**src/rtl/infra_reset_sequencer_pkg.sv**
```systemverilog
// Shared types and sizing helpers for the staged reset sequencer.
package infra_reset_sequencer_pkg;

    typedef enum logic [1:0] {
        WAIT_LOCK,
        HOLD,
        RELEASE,
        RUN
    } seq_state_e;

    // Counter width for a count of n cycles (values 0..n-1), never narrower than one bit.
    function automatic int cnt_width(input int n);
        return (n <= 1) ? 1 : $clog2(n);
    endfunction

endpackage

```
**src/rtl/infra_reset_sequencer_if.sv**
```systemverilog
// Lock/request inputs and staged reset outputs of the reset sequencer.
interface infra_reset_sequencer_if #(
    parameter int N_CH  = 4,
    parameter int CNT_W = 16
);
    logic             pll_lock;
    logic             sw_rst_req;
    logic             cnt_clr;
    logic [N_CH-1:0]  rst_out;
    logic             done;
    logic [CNT_W-1:0] lock_loss_cnt;

    modport master (
        output pll_lock, sw_rst_req, cnt_clr,
        input  rst_out, done, lock_loss_cnt
    );

    modport slave (
        input  pll_lock, sw_rst_req, cnt_clr,
        output rst_out, done, lock_loss_cnt
    );
endinterface

```
**src/rtl/infra_reset_sequencer_sync_bit.sv**
```systemverilog
// Multi-stage single-bit synchroniser with asynchronous clear to 0.
module infra_reset_sequencer_sync_bit #(
    parameter int STAGES = 2
) (
    input  logic clk,
    input  logic rst,
    input  logic d,
    output logic q
);
    (* ASYNC_REG = "TRUE" *) logic [STAGES-1:0] sync_q;

    always_ff @(posedge clk or posedge rst) begin
        if (rst) begin
            sync_q <= '0;
        end else begin
            sync_q <= {sync_q[STAGES-2:0], d};
        end
    end

    assign q = sync_q[STAGES-1];
endmodule

```
**src/rtl/infra_reset_sequencer.sv**
```systemverilog
// Staged reset sequencer: holds per-domain resets until lock is stable, then releases them in order.
// state     | meaning
// WAIT_LOCK | all resets held, waiting for synchronised lock
// HOLD      | lock seen, counting the stability hold time
// RELEASE   | releasing one output every STAGE_GAP cycles
// RUN       | all outputs released, done asserted
module infra_reset_sequencer
    import infra_reset_sequencer_pkg::*;
#(
    parameter int N_CH        = 4,
    parameter int HOLD_CYCLES = 65536,
    parameter int STAGE_GAP   = 16,
    parameter int SYNC_STAGES = 2,
    parameter int CNT_W       = 16
) (
    input logic                    sys_clk,
    input logic                    sys_rst,
    infra_reset_sequencer_if.slave bus
);
    localparam int HOLD_W = cnt_width(HOLD_CYCLES);
    localparam int GAP_W  = cnt_width(STAGE_GAP);
    localparam int STG_W  = cnt_width(N_CH);
    localparam logic [CNT_W-1:0] CNT_MAX = '1;

    logic              lock_s;
    seq_state_e        state_q, state_d;
    logic [HOLD_W-1:0] hold_q, hold_d;
    logic [GAP_W-1:0]  gap_q, gap_d;
    logic [STG_W-1:0]  stage_q, stage_d;
    logic [N_CH-1:0]   rst_q, rst_d;
    logic              done_q, done_d;
    logic [CNT_W-1:0]  loss_q, loss_d;
    logic              lock_lost, restart, hold_done, gap_done, last_stage;

    infra_reset_sequencer_sync_bit #(.STAGES(SYNC_STAGES)) u_lock_sync (
        .clk (sys_clk),
        .rst (sys_rst),
        .d   (bus.pll_lock),
        .q   (lock_s)
    );

    assign lock_lost  = (state_q != WAIT_LOCK) && !lock_s;
    assign restart    = (state_q != WAIT_LOCK) && bus.sw_rst_req;
    assign hold_done  = (hold_q == HOLD_W'(HOLD_CYCLES - 1));
    assign gap_done   = (gap_q == GAP_W'(STAGE_GAP - 1));
    assign last_stage = (stage_q == STG_W'(N_CH - 1));

    always_ff @(posedge sys_clk or posedge sys_rst) begin
        if (sys_rst) begin
            state_q <= WAIT_LOCK;
            hold_q  <= '0;
            gap_q   <= '0;
            stage_q <= '0;
            rst_q   <= '1;
            done_q  <= 1'b0;
            loss_q  <= '0;
        end else begin
            state_q <= state_d;
            hold_q  <= hold_d;
            gap_q   <= gap_d;
            stage_q <= stage_d;
            rst_q   <= rst_d;
            done_q  <= done_d;
            loss_q  <= loss_d;
        end
    end

    // Lock loss outranks a software request; both outrank normal sequencing.
    always_comb begin
        state_d = state_q;
        if (lock_lost) begin
            state_d = WAIT_LOCK;
        end else if (restart) begin
            state_d = HOLD;
        end else begin
            case (state_q)
                WAIT_LOCK: if (lock_s) state_d = HOLD;
                HOLD:      if (hold_done) state_d = (N_CH == 1) ? RUN : RELEASE;
                RELEASE:   if (gap_done && last_stage) state_d = RUN;
                RUN:       state_d = RUN;
                default:   state_d = WAIT_LOCK;
            endcase
        end
    end

    always_comb begin
        hold_d  = hold_q;
        gap_d   = gap_q;
        stage_d = stage_q;
        rst_d   = rst_q;
        done_d  = done_q;
        loss_d  = loss_q;

        if (bus.cnt_clr) begin
            loss_d = CNT_W'(lock_lost);
        end else if (lock_lost && (loss_q != CNT_MAX)) begin
            loss_d = loss_q + 1'b1;
        end

        if (lock_lost || restart) begin
            hold_d  = '0;
            gap_d   = '0;
            stage_d = '0;
            rst_d   = '1;
            done_d  = 1'b0;
        end else begin
            case (state_q)
                WAIT_LOCK: hold_d = '0;
                HOLD: begin
                    if (hold_done) begin
                        rst_d[0] = 1'b0;
                        stage_d  = STG_W'(1);
                        gap_d    = '0;
                        done_d   = (N_CH == 1);
                    end else begin
                        hold_d = hold_q + 1'b1;
                    end
                end
                RELEASE: begin
                    if (gap_done) begin
                        rst_d[stage_q] = 1'b0;
                        gap_d          = '0;
                        stage_d        = stage_q + 1'b1;
                        done_d         = last_stage;
                    end else begin
                        gap_d = gap_q + 1'b1;
                    end
                end
                default: ;
            endcase
        end
    end

    assign bus.rst_out       = rst_q;
    assign bus.done          = done_q;
    assign bus.lock_loss_cnt = loss_q;
endmodule

```
**src/flat_wrapper.sv**
```systemverilog
// flat-port wrapper written by rule: the top's interface ports become plain ports
module infra_reset_sequencer_flat import infra_reset_sequencer_pkg::*;
#(
    parameter int N_CH        = 4,
    parameter int HOLD_CYCLES = 65536,
    parameter int STAGE_GAP   = 16,
    parameter int SYNC_STAGES = 2,
    parameter int CNT_W       = 16
)
  (sys_clk, sys_rst, bus_pll_lock, bus_sw_rst_req, bus_cnt_clr, bus_rst_out, bus_done, bus_lock_loss_cnt);
  infra_reset_sequencer_if #(.N_CH(N_CH), .CNT_W(CNT_W)) bus_i ();
  input logic sys_clk;
  input logic sys_rst;
  input wire logic [$bits(bus_i.pll_lock)-1:0] bus_pll_lock;
  input wire logic [$bits(bus_i.sw_rst_req)-1:0] bus_sw_rst_req;
  input wire logic [$bits(bus_i.cnt_clr)-1:0] bus_cnt_clr;
  output wire logic [$bits(bus_i.rst_out)-1:0] bus_rst_out;
  output wire logic [$bits(bus_i.done)-1:0] bus_done;
  output wire logic [$bits(bus_i.lock_loss_cnt)-1:0] bus_lock_loss_cnt;
  assign bus_i.pll_lock = bus_pll_lock;
  assign bus_i.sw_rst_req = bus_sw_rst_req;
  assign bus_i.cnt_clr = bus_cnt_clr;
  assign bus_rst_out = bus_i.rst_out;
  assign bus_done = bus_i.done;
  assign bus_lock_loss_cnt = bus_i.lock_loss_cnt;
  infra_reset_sequencer #(.N_CH(N_CH), .HOLD_CYCLES(HOLD_CYCLES), .STAGE_GAP(STAGE_GAP), .SYNC_STAGES(SYNC_STAGES), .CNT_W(CNT_W)) u_core (.sys_clk(sys_clk), .sys_rst(sys_rst), .bus(bus_i));
endmodule
```
**config.mk**
```make
export PLATFORM = sky130hd
export DESIGN_NAME = infra_reset_sequencer_flat
export DESIGN_NICKNAME = d
export VERILOG_FILES = /design/src/rtl/infra_reset_sequencer_pkg.sv /design/src/rtl/infra_reset_sequencer_if.sv /design/src/rtl/infra_reset_sequencer_sync_bit.sv /design/src/rtl/infra_reset_sequencer.sv /design/src/flat_wrapper.sv
export SDC_FILE = /design/constraint.sdc
export NUM_CORES = 1
export LEC_CHECK = 0
export BUFFER_PORTS_ARGS = -buffer_cell sky130_fd_sc_hd__clkbuf_2
export CAP_MARGIN = 10
export CORE_MARGIN = 2
export CORE_UTILIZATION = 55
export CTS_CLUSTER_DIAMETER = 60
export DETAILED_ROUTE_END_ITERATION = 12
export PLACE_DENSITY_LB_ADDON = 0.25
export SYNTH_ARGS = -nofsm -noshare
export SYNTH_HDL_FRONTEND = slang
export SYNTH_SLANG_ARGS = --single-unit
```
**constraint.sdc**
```tcl
create_clock -name sys_clk -period 2.55 [get_ports sys_clk]
set_clock_uncertainty 0.15 [all_clocks]
set_input_delay 0.51 -clock sys_clk [delete_from_list [all_inputs] [get_ports sys_clk]]
set_output_delay 0.51 -clock sys_clk [all_outputs]
set_load 0.01 [all_outputs]
```
Yosys cells after proc, flatten, opt, wreduce, memory -nomap -nowiden
Cells that the tools add are included.

word-level totals
  bits in registers = 47
  input port bits = 5
  output and inout port bits = 21
  logic and storage cells = 78

cells by class
  add/subtract/negate cells = 4
  order comparisons = 2
  eq/ne operators = 13
  muxes and demuxes = 29
  bitwise operators = 2
  reductions and logical operators = 19

operators with widths
  kind                                                    number
  2-to-1 mux 16 bit                                       4
  adder 16 x 1 -> 16 bit (second input constant)          2
  one-hot mux 16 bit (2 select lines)                     1
  2-to-1 mux 4 bit                                        5
  == test 16 bit (second input constant)                  1
  2-to-1 mux 2 bit                                        8
  inequality test 16 bit (second input constant)          1
  inequality test 4 x 1 -> 1 bit (second input constant)  2
  one-hot mux 2 bit (4 select lines)                      1
  one-hot mux 4 bit (2 select lines)                      1
  nonzero test 2 bit                                      4
  == test 2 bit (second input constant)                   3
  inequality test 3 x 1 -> 1 bit (second input constant)  2
  AND reduction 2 bit                                     3
  AND reduction 3 bit                                     2
  nonzero test 3 bit                                      2
  logical AND 1 bit                                       5
  adder 4 x 1 -> 4 bit (second input constant)            1
  bitwise AND 4 bit                                       1
  == test 4 bit (second input constant)                   1
  2-to-1 mux 1 bit                                        4
  inequality test 4 x 2 -> 1 bit (second input constant)  1
  NOT 4 bit                                               1
  one-hot mux 1 bit (2 select lines)                      2
  other kinds (11)                                        11

Logic depth before layout (Yosys ltp)
Gate-level depths: netlist (run 1).

  depth in word-level cells = 9
  depth in mapped cells = 9
  gate-level depth less buffers = 6

Cells and area by module
From an unflattened synthesis (run 1), not the netlist that was laid out.

second synthesis, totals
  cells, all modules = 279
  area, all modules = 2548.7 µm²

by module, submodules not included
  module                          times used  cells each  area an instance (µm²)  sequential area each (µm²)
  infra_reset_sequencer           1           276         2494.9                  1131.1
  infra_reset_sequencer_sync_bit  1           3           53.8                    50.0

Worst setup path before layout (run 1)
Ideal clock, no wire load.

  path kind = register -> register
  from = register u_core.state_q[1]
  to = register u_core.hold_q[13]
  library setup time = 0.079 ns
  arrival time = 1.963 ns
  data required time = 2.321 ns
  slack = 0.358 ns
  stages on the path, launching flop included = 9
  path buffers = 2
  period minus slack after synthesis = 2.192 ns
  cells stage by stage = dfrtp_1 -> inv_1 -> ha_1 -> buf_6 -> or4b_1 -> buf_4 -> or4b_1 -> a2111oi_2 -> mux2i_1

on the way
  cells in the longest elaborated chain, start to end = 5
  elaborated cells between the ends (all ways) = 11
  classes of those cells = 2 x eq/ne; 2 x mux; 7 x reduce/logical

RTL lines
  item                                                                   RTL line                                                  source
  from (decl)                                                            infra_reset_sequencer.sv:26                               seq_state_e state_q, state_d;
  from (signal assigned)                                                 infra_reset_sequencer.sv:58                               state_q <= state_d;
  nonzero test 2 bit                                                     infra_reset_sequencer.sv:42, infra_reset_sequencer.sv:43
  logical AND 1 bit (on tied branches)                                   infra_reset_sequencer.sv:42, infra_reset_sequencer.sv:43
  logical OR 1 bit                                                       infra_reset_sequencer.sv:100                              if (lock_lost || restart) begin
  inequality test 3 bit (no line) or nonzero test 3 bit (tied branches)  -
  AND reduction 2 bit (no line)                                          -
  to (signal assigned)                                                   infra_reset_sequencer.sv:59                               hold_q <= hold_d;
  to (decl)                                                              infra_reset_sequencer.sv:27                               logic [HOLD_W-1:0] hold_q, hold_d;

Parallel ways exist; a longest one is shown, timed or not.
A chain may end at the register's enable or synchronous reset.

Worst setup path after layout (run 1)
  from = register u_core.state_q[1]
  to = register u_core.hold_q[11]

The elaborated chain is that of the path after synthesis.

==> flow_summary.json, run 1 <==
{
  "placement_rows": 26,
  "detailed_place_hpwl_mm": 4.38,
  "drt-initial-drc-count": 328,
  "worst-endpoint-arrival_ns": 2.34,
  "area_of_combinational_cells_with_multiple_inputs_sq_um": 1610,
  "tritoncts": "built",
  "number_of_global_route_vias_before_repair": 2327,
  "ctsHtreeMaxLevel": 2,
  "cp.required_ns": 2.57,
  "post_synthesis_net_count": 323,
  "status": "finished, final reports clean",
  "cell_types_occupying_the_most_area_after_synthesis": "dfrtp_1 (37%), mux2i_1 (5.5%), nand2_1 (4.8%)",
  "slew_headroom_pct": 59.4,
  "number_of_enable_type_register_cells_in_the_synthesized_netlist": 0,
  "num-fill-cells": 441,
  "die_width_um": 76.7,
  "worstHoldPathType": "input pin to async pin",
  "vias": 2480,
  "layout-drive-gt1-share_pct": 16.9,
  "synth_cell_types": 56,
  "drt_drc_violations_left": 0,
  "timing.setup.critical_path_class": "flip-flop to flip-flop",
  "grt_first_pass_wirelength_mm": 11.0,
  "setup-violations-final": 0,
  "gp_congestion": 0.901,
  "synth_cells": 307,
  "finalPower_mw": 2.21,
  "r2r_end": "u_core.hold_q[11]",
  "syn2layout_area_growth_pct": 11.5,
  "nets": 352,
  "finalCriticalPeriod_ns": 2.32,
  "numCtsBuffers": 5,
  "synthesis.yosys.warnings": 0,
  "rsz0062_at_grt": "no",
  "fmax_mhz": 431,
  "drt_wl_total_mm": 6.20,
  "synth.ff_latch_count": 47,
  "clock-root-buffer": "clkbuf_8",
  "synth_top_area_cell": "dfrtp_1",
  "cts_buffer_depth": 2,
  "drv.max_cap_violation_count": 0,
  "ys_async_sr_fraction_pct": 100,
  "placement.io_buffers": 25,
  "reg2reg_depth": 7,
  "timing.final.hold_violations": 0,
  "clk_pin_slew_ns": 0.09,
  "floorplan.initialDensity_pct": 57.0,
  "area.sequential_sq_um": 1180,
  "total_negative_slack_ns": 0,
  "cellLeakagePower_nw": 1.31,
  "grtUsageTotal_pct": 22.6,
  "postSynthAreaPerCell_sq_um": 9.48,
  "post-route-period-util_pct": 91.1,
  "grt_max_degree": 25,
  "die-area_sq_um": 5890,
  "r2r_start": "u_core.state_q[1]",
  "worst-r2r-setup-slack_ns": 0.23,
  "power_density_nw_per_um2": 683,
  "dr.pass1.iters": 5,
  "synthDominantCellAreaShare_pct": 37.0,
  "worst_skew_pair.late_latency_ns": 0.30,
  "cts_sinks": 47,
  "final_core_util_pct": 63.5,
  "ys.flop_type": "dfrtp_1",
  "worst_setup_path_start_kind": "flip-flop",
  "grt_antenna_before_repair": 0,
  "route.detailed.vias_per_inst": 6.09,
  "yosysSeqAreaShare_pct": 40.6,
  "worst-path-max-fanout": 7,
  "ant_nets": 0,
  "timing.final.max_slew_violations": 0,
  "placeableCoreArea_sq_um": 5110,
  "globalRouteOverflowTotal": 0,
  "number_of_antenna_repair_diodes": 0,
  "setup_ws_pre_cts_ns": 0.142,
  "io_pins": 26,
  "least_margin_pin_slew_ns": 0.601,
  "drt-wirelength-per-cell_um": 15.2,
  "setup_slack_ns": 0.227,
  "max-vdd-ir-drop_uv": 458,
  "timing.critical_path.to_type": "flip-flop",
  "mappedNetlistArea_sq_um": 2910,
  "die_h_um": 76.7
}
==> final cells by class <==
class | instances | share of cell area [%]
inverter | 16 | 1.85
clock inverter | 2 | 1.16
clock buffer | 6 | 2.24
timing repair buffer | 33 | 6.09
tap | 70 | 2.70
multi-input combinational | 233 | 49.6
sequential | 47 | 36.4
==> where the power goes <==
group	internal, mW	leakage, nW	switching [mW]
logic	0.284	0.626	0.504
registers	0.814	0.629	0.0662
clock network	0.293	0.0514	0.254
total	1.39	1.31	0.824
==> logic make-up (layout without fill, tap and decap cells) <==
group | Yosys count | after routing | synth area share, %
XOR/XNOR | 1 | 1 | 0.301
multiplexers | 18 | 18 | 6.28
AO/OA/AOI/OAI | 77 | 77 | 18.7
adder cells (fa/ha/maj) | 11 | 11 | 4.73
buffers and inverters | 27 | 57 | 4.26
flip-flops | 47 | 47 | 40.6
AND/OR/NAND/NOR | 126 | 126 | 25.1
==> how the worst max path moves through the flow <==
stage	start	endpoint	slack [ns]	cells past startpoint
floorplan	u_core.state_q[1]	u_core.hold_q[13]	0.36	8
global placement	u_core.state_q[1]	u_core.hold_q[11]	0.16	7
detailed placement	u_core.state_q[1]	u_core.hold_q[11]	0.14	7
CTS	u_core.state_q[1]	u_core.hold_q[11]	0.11	7
global route	u_core.state_q[1]	u_core.hold_q[14]	0.07	7
finish	u_core.state_q[1]	u_core.hold_q[11]	0.23	7
==> flip-flops by register name, indices dropped and copies added, names as in the netlist <==
signal / flops
u_core.bus.rst_out: 4
u_core.u_lock_sync.sync_q: 2
u_core.gap_q: 4
u_core.bus.lock_loss_cnt: 16
u_core.bus.done: 1
u_core.state_q: 2
u_core.stage_q: 2
u_core.hold_q: 16
==> worst max-delay path: stages (launching register included) <==
cell	delay [ns]
dfrtp_1	0.41
inv_1	0.15
ha_1	0.33
inv_1	0.19
a2111oi_4	0.50
buf_4	0.21
a2111oi_1	0.10
mux2i_1	0.16
==> cell usage after synthesis, types with 3 or more instances <==
master and instances:
a211oi_1 4, dfstp_2 4, buf_2 3, o21ai_0 16, and2_1 3, nor2_1 6
nand2_1 37, a21oi_1 20, nor3_1 5, or3_1 11, nand3_1 13, or4_1 4
a21o_1 4, buf_4 3, a311oi_1 3, nor2b_1 3, nand2b_1 10, ha_1 11
o31ai_1 4, dfrtp_1 43, nand4_1 14, and4_1 4, o22ai_1 3, mux2i_1 16
clkbuf_1 3, inv_1 16, o211ai_1 4, and3_1 3
==> through the flow <==
stage | hold WS (ns) | area [sq um] | cells
after floorplan | 0.181 | 2910 | 307
after global placement | 0.185 | 3120 | 398
after global routing | 0.118 | 3240 | 407
final | 0.0696 | 3240 | 407
after CTS | 0.0808 | 3230 | 406
after detailed placement | 0.191 | 3120 | 398
==> placed cells by master (no fill, tap or decap), types with 4 or more instances in the layout <==
cell      Yosys  layout
dfrtp_1      43      43
nand2_1      37      37
clkbuf_2      0      25
a21oi_1      20      20
o21ai_0      16      16
mux2i_1      16      16
inv_1        16      15
nand4_1      14      14
nand3_1      13      13
or3_1        11      11
nand2b_1     10      10
ha_1         11      10
buf_4         3       7
nor2_1        6       6
nor3_1        5       5
clkbuf_8      0       5
o211ai_1      4       4
a21o_1        4       4
and4_1        4       4
o31ai_1       4       4
or4_1         4       4
a211oi_1      4       4
dfstp_2       4       4
==> routing by layer <==
layer  global-route usage (%)  part of all wire [%]  vias to the layer above
met5                        0                     0                        -
met4                     6.00                   1.3                        0
met3                     4.00                   4.9                        8
met2                     36.0                    48                       83
met1                     32.1                    46                     1182
li1                         -                     -                     1207
==> timing repair <==
| item | CTS | global route |
|---|---|---|
| gates resized for setup | 0 | 2 |
| setup endpoints to repair | 0 | 5 |
| buffers inserted | 0 | 1 |
| hold buffers | 0 | 0 |
No activity file was read; power rests on OpenSTA's default activity.
==> inputs of run 2 (changes only) <==
--- a/config.mk
+++ b/config.mk
@@ -8,7 +8,7 @@
 export BUFFER_PORTS_ARGS = -buffer_cell sky130_fd_sc_hd__clkbuf_2
 export CAP_MARGIN = 10
 export CORE_MARGIN = 2
-export CORE_UTILIZATION = 55
+export CORE_UTILIZATION = 40
 export CTS_CLUSTER_DIAMETER = 60
 export DETAILED_ROUTE_END_ITERATION = 12
 export PLACE_DENSITY_LB_ADDON = 0.25
==> flow_summary.json, run 2 (same netlist as run 1, synthesis figures left out) <==
{
  "status": "finished, final reports clean",
  "drt-initial-drc-count": 103,
  "number_of_global_route_vias_before_repair": 2346,
  "setup_slack_ns": 0.193,
  "vias": 2443,
  "route.detailed.vias_per_inst": 5.59,
  "placeableCoreArea_sq_um": 7140,
  "worst-endpoint-arrival_ns": 2.42,
  "drt_drc_violations_left": 0,
  "dpl.cell_count": 429,
  "layout.cells.most_common": "dfrtp_1",
  "fin_area_sq_um": 3250,
  "drt_wl_total_mm": 6.32,
  "ctsHtreeMaxLevel": 2,
  "worst-r2r-setup-slack_ns": 0.19,
  "met2WireLength_mm": 3.02,
  "met3WireLength_um": 207,
  "post_dp_cell_area_sq_um": 3160,
  "cts_setup_buffers": 0,
  "nets": 353,
  "grt_max_degree": 24,
  "cellLeakagePower_nw": 1.30,
  "post-route-period-util_pct": 92.4,
  "placement_rows": 31,
  "reg2reg_depth": 6,
  "drv.max_cap_violation_count": 0,
  "power_density_nw_per_um2": 646,
  "clk_pin_slew_ns": 0.10,
  "highest_metal_layer_used_by_the_detailed_router": "met4",
  "setup-violations-final": 0,
  "ant_nets": 0,
  "most-common-layout-cells": "dfrtp_1 (43), nand2_1 (37), clkbuf_2 (25)",
  "timing.setup.critical_path_class": "flip-flop to flip-flop",
  "final_core_util_pct": 45.5,
  "globalRouteOverflowTotal": 0,
  "die-area_sq_um": 7970,
  "num-fill-cells": 714,
  "slew_headroom_pct": 58.1,
  "grt_antenna_before_repair": 0,
  "worst-path-max-fanout": 10,
  "grt_first_pass_wirelength_mm": 11.2,
  "max-vdd-ir-drop_uv": 326,
  "clock-root-buffer": "clkbuf_8",
  "die_h_um": 89.3,
  "tritoncts": "built",
  "least_margin_pin_slew_ns": 0.620,
  "io_pins": 26,
  "worst_setup_path_start_kind": "flip-flop",
  "detailed_place_hpwl_mm": 4.65,
  "fmax_mhz": 424,
  "worstHoldPathType": "input pin to async pin",
  "timing.critical_path.to_type": "flip-flop",
  "layout-drive-gt1-share_pct": 16.9,
  "timing.final.hold_violations": 0,
  "worst_skew_pair.late_latency_ns": 0.30,
  "r2r_end": "u_core.hold_q[13]",
  "dr.pass1.iters": 4,
  "cts_sinks": 47,
  "cts_buffer_depth": 2,
  "hold_buf_cts": 0,
  "drt-wirelength-per-cell_um": 14.5,
  "grtUsageTotal_pct": 17.3,
  "cp.required_ns": 2.61,
  "placement.io_buffers": 25,
  "finalCriticalPeriod_ns": 2.36,
  "timing.final.max_slew_violations": 0,
  "gp_congestion": 0.847,
  "numCtsBuffers": 5,
  "r2r_start": "u_core.state_q[1]",
  "die_width_um": 89.3,
  "number_of_antenna_repair_diodes": 0,
  "setup_ws_pre_cts_ns": 0.234,
  "rsz0062_at_grt": "no",
  "floorplan.initialDensity_pct": 40.8,
  "total_negative_slack_ns": 0,
  "m1WireLength_mm": 3.04,
  "syn2layout_area_growth_pct": 11.7,
  "layout.cells.non_filler": 437,
  "postCtsResizedCells": 0
}
run 2: changes by cell type in the layout (fill, tap and decap cells not counted):
cell,before,now
buf_4,7,9
buf_12,1,0
bufinv_16,1,0
clkinv_2,0,1
ha_1,10,11
ha_2,1,0
run 2: layer usage:
metal | vias up | GRT usage (%)
li1 | 1212 | -
met5 | - | 0
met3 | 4 | 2.86
met4 | 0 | 3.26
met2 | 42 | 28.1
met1 | 1185 | 24.4
run 2: critical path: stages, from the launching register on:
cell and delay (ns):
dfrtp_1 0.41, inv_1 0.14, ha_1 0.36, or4b_1 0.19
or4b_1 0.45, a2111oi_2 0.33, mux2i_1 0.24
run 2: layout make-up:
class	instances	area [sq um]	area share, %
sequential	47	1180	36.4
tap	99	124	3.81
clock buffer	6	72.6	2.23
timing repair buffer	34	193	5.93
inverter	16	60.1	1.85
multi-input combinational	233	1610	49.4
clock inverter	2	12.5	0.385
run 2: worst max path at each step:
stage | startpoint | endpoint | slack, ns | cells after the start
after floorplan | u_core.state_q[1] | u_core.hold_q[13] | 0.36 | 8
after global placement | u_core.state_q[1] | u_core.hold_q[13] | 0.29 | 6
after detailed placement | u_core.state_q[1] | u_core.hold_q[13] | 0.23 | 6
after CTS | u_core.state_q[1] | u_core.hold_q[13] | 0.17 | 6
after global routing | u_core.state_q[1] | u_core.hold_q[13] | 0.02 | 6
final | u_core.state_q[1] | u_core.hold_q[13] | 0.19 | 6
run 2: per-stage QoR:
| step | hold slack, ns | power (mW) |
|---|---|---|
| 3_3_place_gp | 0.184 | 1.65 |
| 3_5_place_dp | 0.189 | 1.67 |
| 5_1_grt | 0.110 | 2.25 |
| 2_1_floorplan | 0.181 | 1.49 |
| 6_report | 0.0584 | 2.10 |
| 4_1_cts | 0.0851 | 2.12 |
run 2: report_power, final:
group	switching, mW	leakage, nW	internal, mW
Sequential	0.0606	0.629	0.814
Clock	0.259	0.0412	0.192
Combinational	0.497	0.628	0.274
Total	0.817	1.30	1.28
==> inputs of run 3 (changes only) <==
--- a/config.mk
+++ b/config.mk
@@ -14,4 +14,5 @@
 export PLACE_DENSITY_LB_ADDON = 0.25
 export SYNTH_ARGS = -nofsm -noshare
 export SYNTH_HDL_FRONTEND = slang
+export SYNTH_HIERARCHICAL = 1
 export SYNTH_SLANG_ARGS = --single-unit
==> flow_summary.json, run 3 <==
{
  "dr.pass1.iters": 4,
  "reg2reg_depth": 6,
  "worst_setup_path_start_kind": "flip-flop",
  "number_of_global_route_vias_before_repair": 2054,
  "mappedNetlistArea_sq_um": 2550,
  "ys.flop_type": "dfrtp_1",
  "setup-violations-final": 0,
  "ctsHtreeMaxLevel": 2,
  "worstPathCellList": "ha_1 > nand3_2 > or4_4 > nor3_4 > nor2_1 > a211o_1",
  "timing.final.max_slew_violations": 0,
  "grtUsageTotal_pct": 16.5,
  "fmax_mhz": 434,
  "synth_top_area_cell": "dfrtp_1",
  "layout.cells.most_common": "dfrtp_1",
  "most-common-layout-cells": "dfrtp_1 (43), nand2_1 (36), nor2_1 (33)",
  "ys_async_sr_fraction_pct": 100,
  "finalCriticalPeriod_ns": 2.31,
  "tritoncts": "built",
  "floorplan.initialDensity_pct": 40.8,
  "power_density_nw_per_um2": 450,
  "p_sw_share_pct": 24.3,
  "grt_first_pass_wirelength_mm": 9.53,
  "globalRouteOverflowTotal": 0,
  "hold_buf_cts": 1,
  "number_of_antenna_repair_diodes": 0,
  "syn2layout_area_growth_pct": 13.1,
  "drv.max_cap_violation_count": 0,
  "grt_antenna_before_repair": 0,
  "postCtsResizedCells": 0,
  "cts_sinks": 47,
  "total_negative_slack_ns": 0,
  "gp_congestion": 0.857,
  "hold_slack_ns": 0.174,
  "combinationalPowerShare_pct": 7.1,
  "dpl.cell_count": 382,
  "worst_skew_pair.late_latency_ns": 0.29,
  "drt-initial-drc-count": 181,
  "yosysSeqAreaShare_pct": 46.3,
  "clock_power_share_pct": 33.5,
  "hold_path.startpoint": "bus_pll_lock",
  "min_delay_path_depth": 1,
  "route.detailed.vias_per_inst": 5.46,
  "clock-root-buffer": "clkbuf_8",
  "drt-wirelength-per-cell_um": 14.0,
  "power.share.sequential_pct": 59.4,
  "synth_cell_types": 52,
  "die_h_um": 83.8,
  "worst-path-max-fanout": 7,
  "vias": 2136,
  "post-route-period-util_pct": 90.5,
  "synthesis.yosys.warnings": 6,
  "placement.io_buffers": 25,
  "drt_drc_violations_left": 0,
  "cell_types_occupying_the_most_area_after_synthesis": "dfrtp_1 (42%), nand2_1 (5.3%), nor2_1 (4.9%)",
  "grt_max_degree": 46,
  "cellLeakagePower_nw": 1.22,
  "synth_cells": 279,
  "yosysMostFrequentCell": "dfrtp_1",
  "cts_setup_buffers": 0,
  "placeableCoreArea_sq_um": 6240,
  "status": "finished, final reports clean",
  "io_pins": 26,
  "number_of_enable_type_register_cells_in_the_synthesized_netlist": 0,
  "worst-r2r-setup-slack_ns": 0.24,
  "postSynthAreaPerCell_sq_um": 9.14,
  "timing.final.hold_violations": 0,
  "hold-path-endpoint": "u_core/u_lock_sync/sync_q[0]",
  "ant_nets": 0,
  "synth.ff_latch_count": 47,
  "clk_pin_slew_ns": 0.08,
  "post_synthesis_net_count": 291,
  "layout-drive-gt1-share_pct": 16.9,
  "worstHoldPathType": "input pin to flip-flop",
  "least_margin_pin_slew_ns": 0.571,
  "worst-endpoint-arrival_ns": 2.34,
  "placement_rows": 29,
  "cp.required_ns": 2.58,
  "nets": 325,
  "die_width_um": 83.8,
  "timing.setup.critical_path_class": "flip-flop to flip-flop",
  "cpPeakStageDelay_ns": 0.63,
  "layout.cells.non_filler": 391,
  "rsz0062_at_grt": "no",
  "timing.critical_path.to_type": "flip-flop",
  "cts_buffer_depth": 2,
  "die-area_sq_um": 7030,
  "synth.cells.most_frequent": "dfrtp_1 (43), nand2_1 (36), nor2_1 (33)",
  "cell_internal_pwr_mw": 0.983,
  "max-vdd-ir-drop_uv": 269,
  "detailed_place_hpwl_mm": 3.95,
  "r2r_end": "u_core/gap_q[3]",
  "slew_headroom_pct": 61.9,
  "r2r_start": "u_core/hold_q[0]",
  "switching_power_mw": 0.315,
  "numCtsBuffers": 5,
  "critical_path_s_slowest_cell": "or4_4",
  "synthDominantCellAreaShare_pct": 42.2,
  "drt_wl_total_mm": 5.47
}
run 3: changes by cell type after synthesis, sizes merged, moves of 5 or more:
cell	before	now
nor2	7	33
mux2i	16	1
inv	16	7
nand2b	10	2
xnor2	1	9
a21oi	20	13
nand3	14	20
or3	11	5
xor2	0	6
nand4	15	10
run 3: metrics by stage:
step / utilization (%) / total power [mW] / setup WS (ns) / area (sq um)
floorplan: - / 0.843 / 0.355 / 2550
global route: 46.2 / 1.36 / 0.0974 / 2880
global placement: 44.7 / 0.877 / 0.298 / 2790
detailed placement: 44.7 / 0.879 / 0.253 / 2790
CTS: 46.2 / 1.32 / 0.233 / 2880
finish: 46.2 / 1.30 / 0.243 / 2880
run 3: worst max-delay path by stage:
stage	end	start	depth (start not counted)	slack, ns
finish	u_core/gap_q[3]	u_core/hold_q[0]	6	0.24
global route	u_core/gap_q[3]	u_core/hold_q[0]	6	0.1
CTS	u_core/gap_q[3]	u_core/hold_q[0]	6	0.23
detailed placement	u_core/gap_q[3]	u_core/hold_q[0]	6	0.25
global placement	u_core/gap_q[3]	u_core/hold_q[0]	6	0.30
floorplan	u_core/gap_q[3]	u_core/hold_q[0]	7	0.35
run 3: power groups by stage:
stage          Sequential (mW)  Clock [mW]  Combinational, mW
3_5_place_dp             0.786           0             0.0929
3_3_place_gp             0.786           0             0.0916
6_report                 0.772       0.435             0.0919
5_1_grt                  0.775       0.485              0.105
4_1_cts                  0.772       0.455             0.0941
2_1_floorplan            0.784           0             0.0596
run 3: worst max-delay path: cells and delay by family, from the launching register on:
kind | cells | cell delay [ns]
fa+ha+maj | 1 | 0.22
compound gates | 1 | 0.30
flops | 1 | 0.40
simple gates | 4 | 1.12
run 3: area by class of cell:
| class | count | area, sq um |
|---|---|---|
| clock buffers | 8 | 80.1 |
| inverters | 7 | 26.3 |
| repair buffers | 36 | 210 |
| flip-flops and latches | 47 | 1180 |
| multi-input cells | 216 | 1290 |
| well taps | 77 | 96.3 |
| fillers | 615 | 3360 |
run 3: per-layer routing:
| layer | vias up | global-route usage (%) | routed length (um) |
|---|---|---|---|
| met1 | 1006 | 23.0 | 2630 |
| met2 | 50 | 26.5 | 2640 |
| met5 | - | 0 | 0 |
| met4 | 0 | 4.84 | 44 |
| met3 | 6 | 2.97 | 154 |
| li1 | 1074 | - | - |
run 3: kinds of logic (layout without fill, tap and decap cells):
group	Yosys count	count (layout)	share of synthesized area, %
muxes	1	1	0.393
and+or+nand+nor	138	138	27.4
xor gates and xnor gates	15	15	5.15
DFF	47	47	46.3
adders and majority gates	7	7	3.44
buffers and inverters	16	51	3.09
AOI/OAI and AO/OA	55	55	14.1
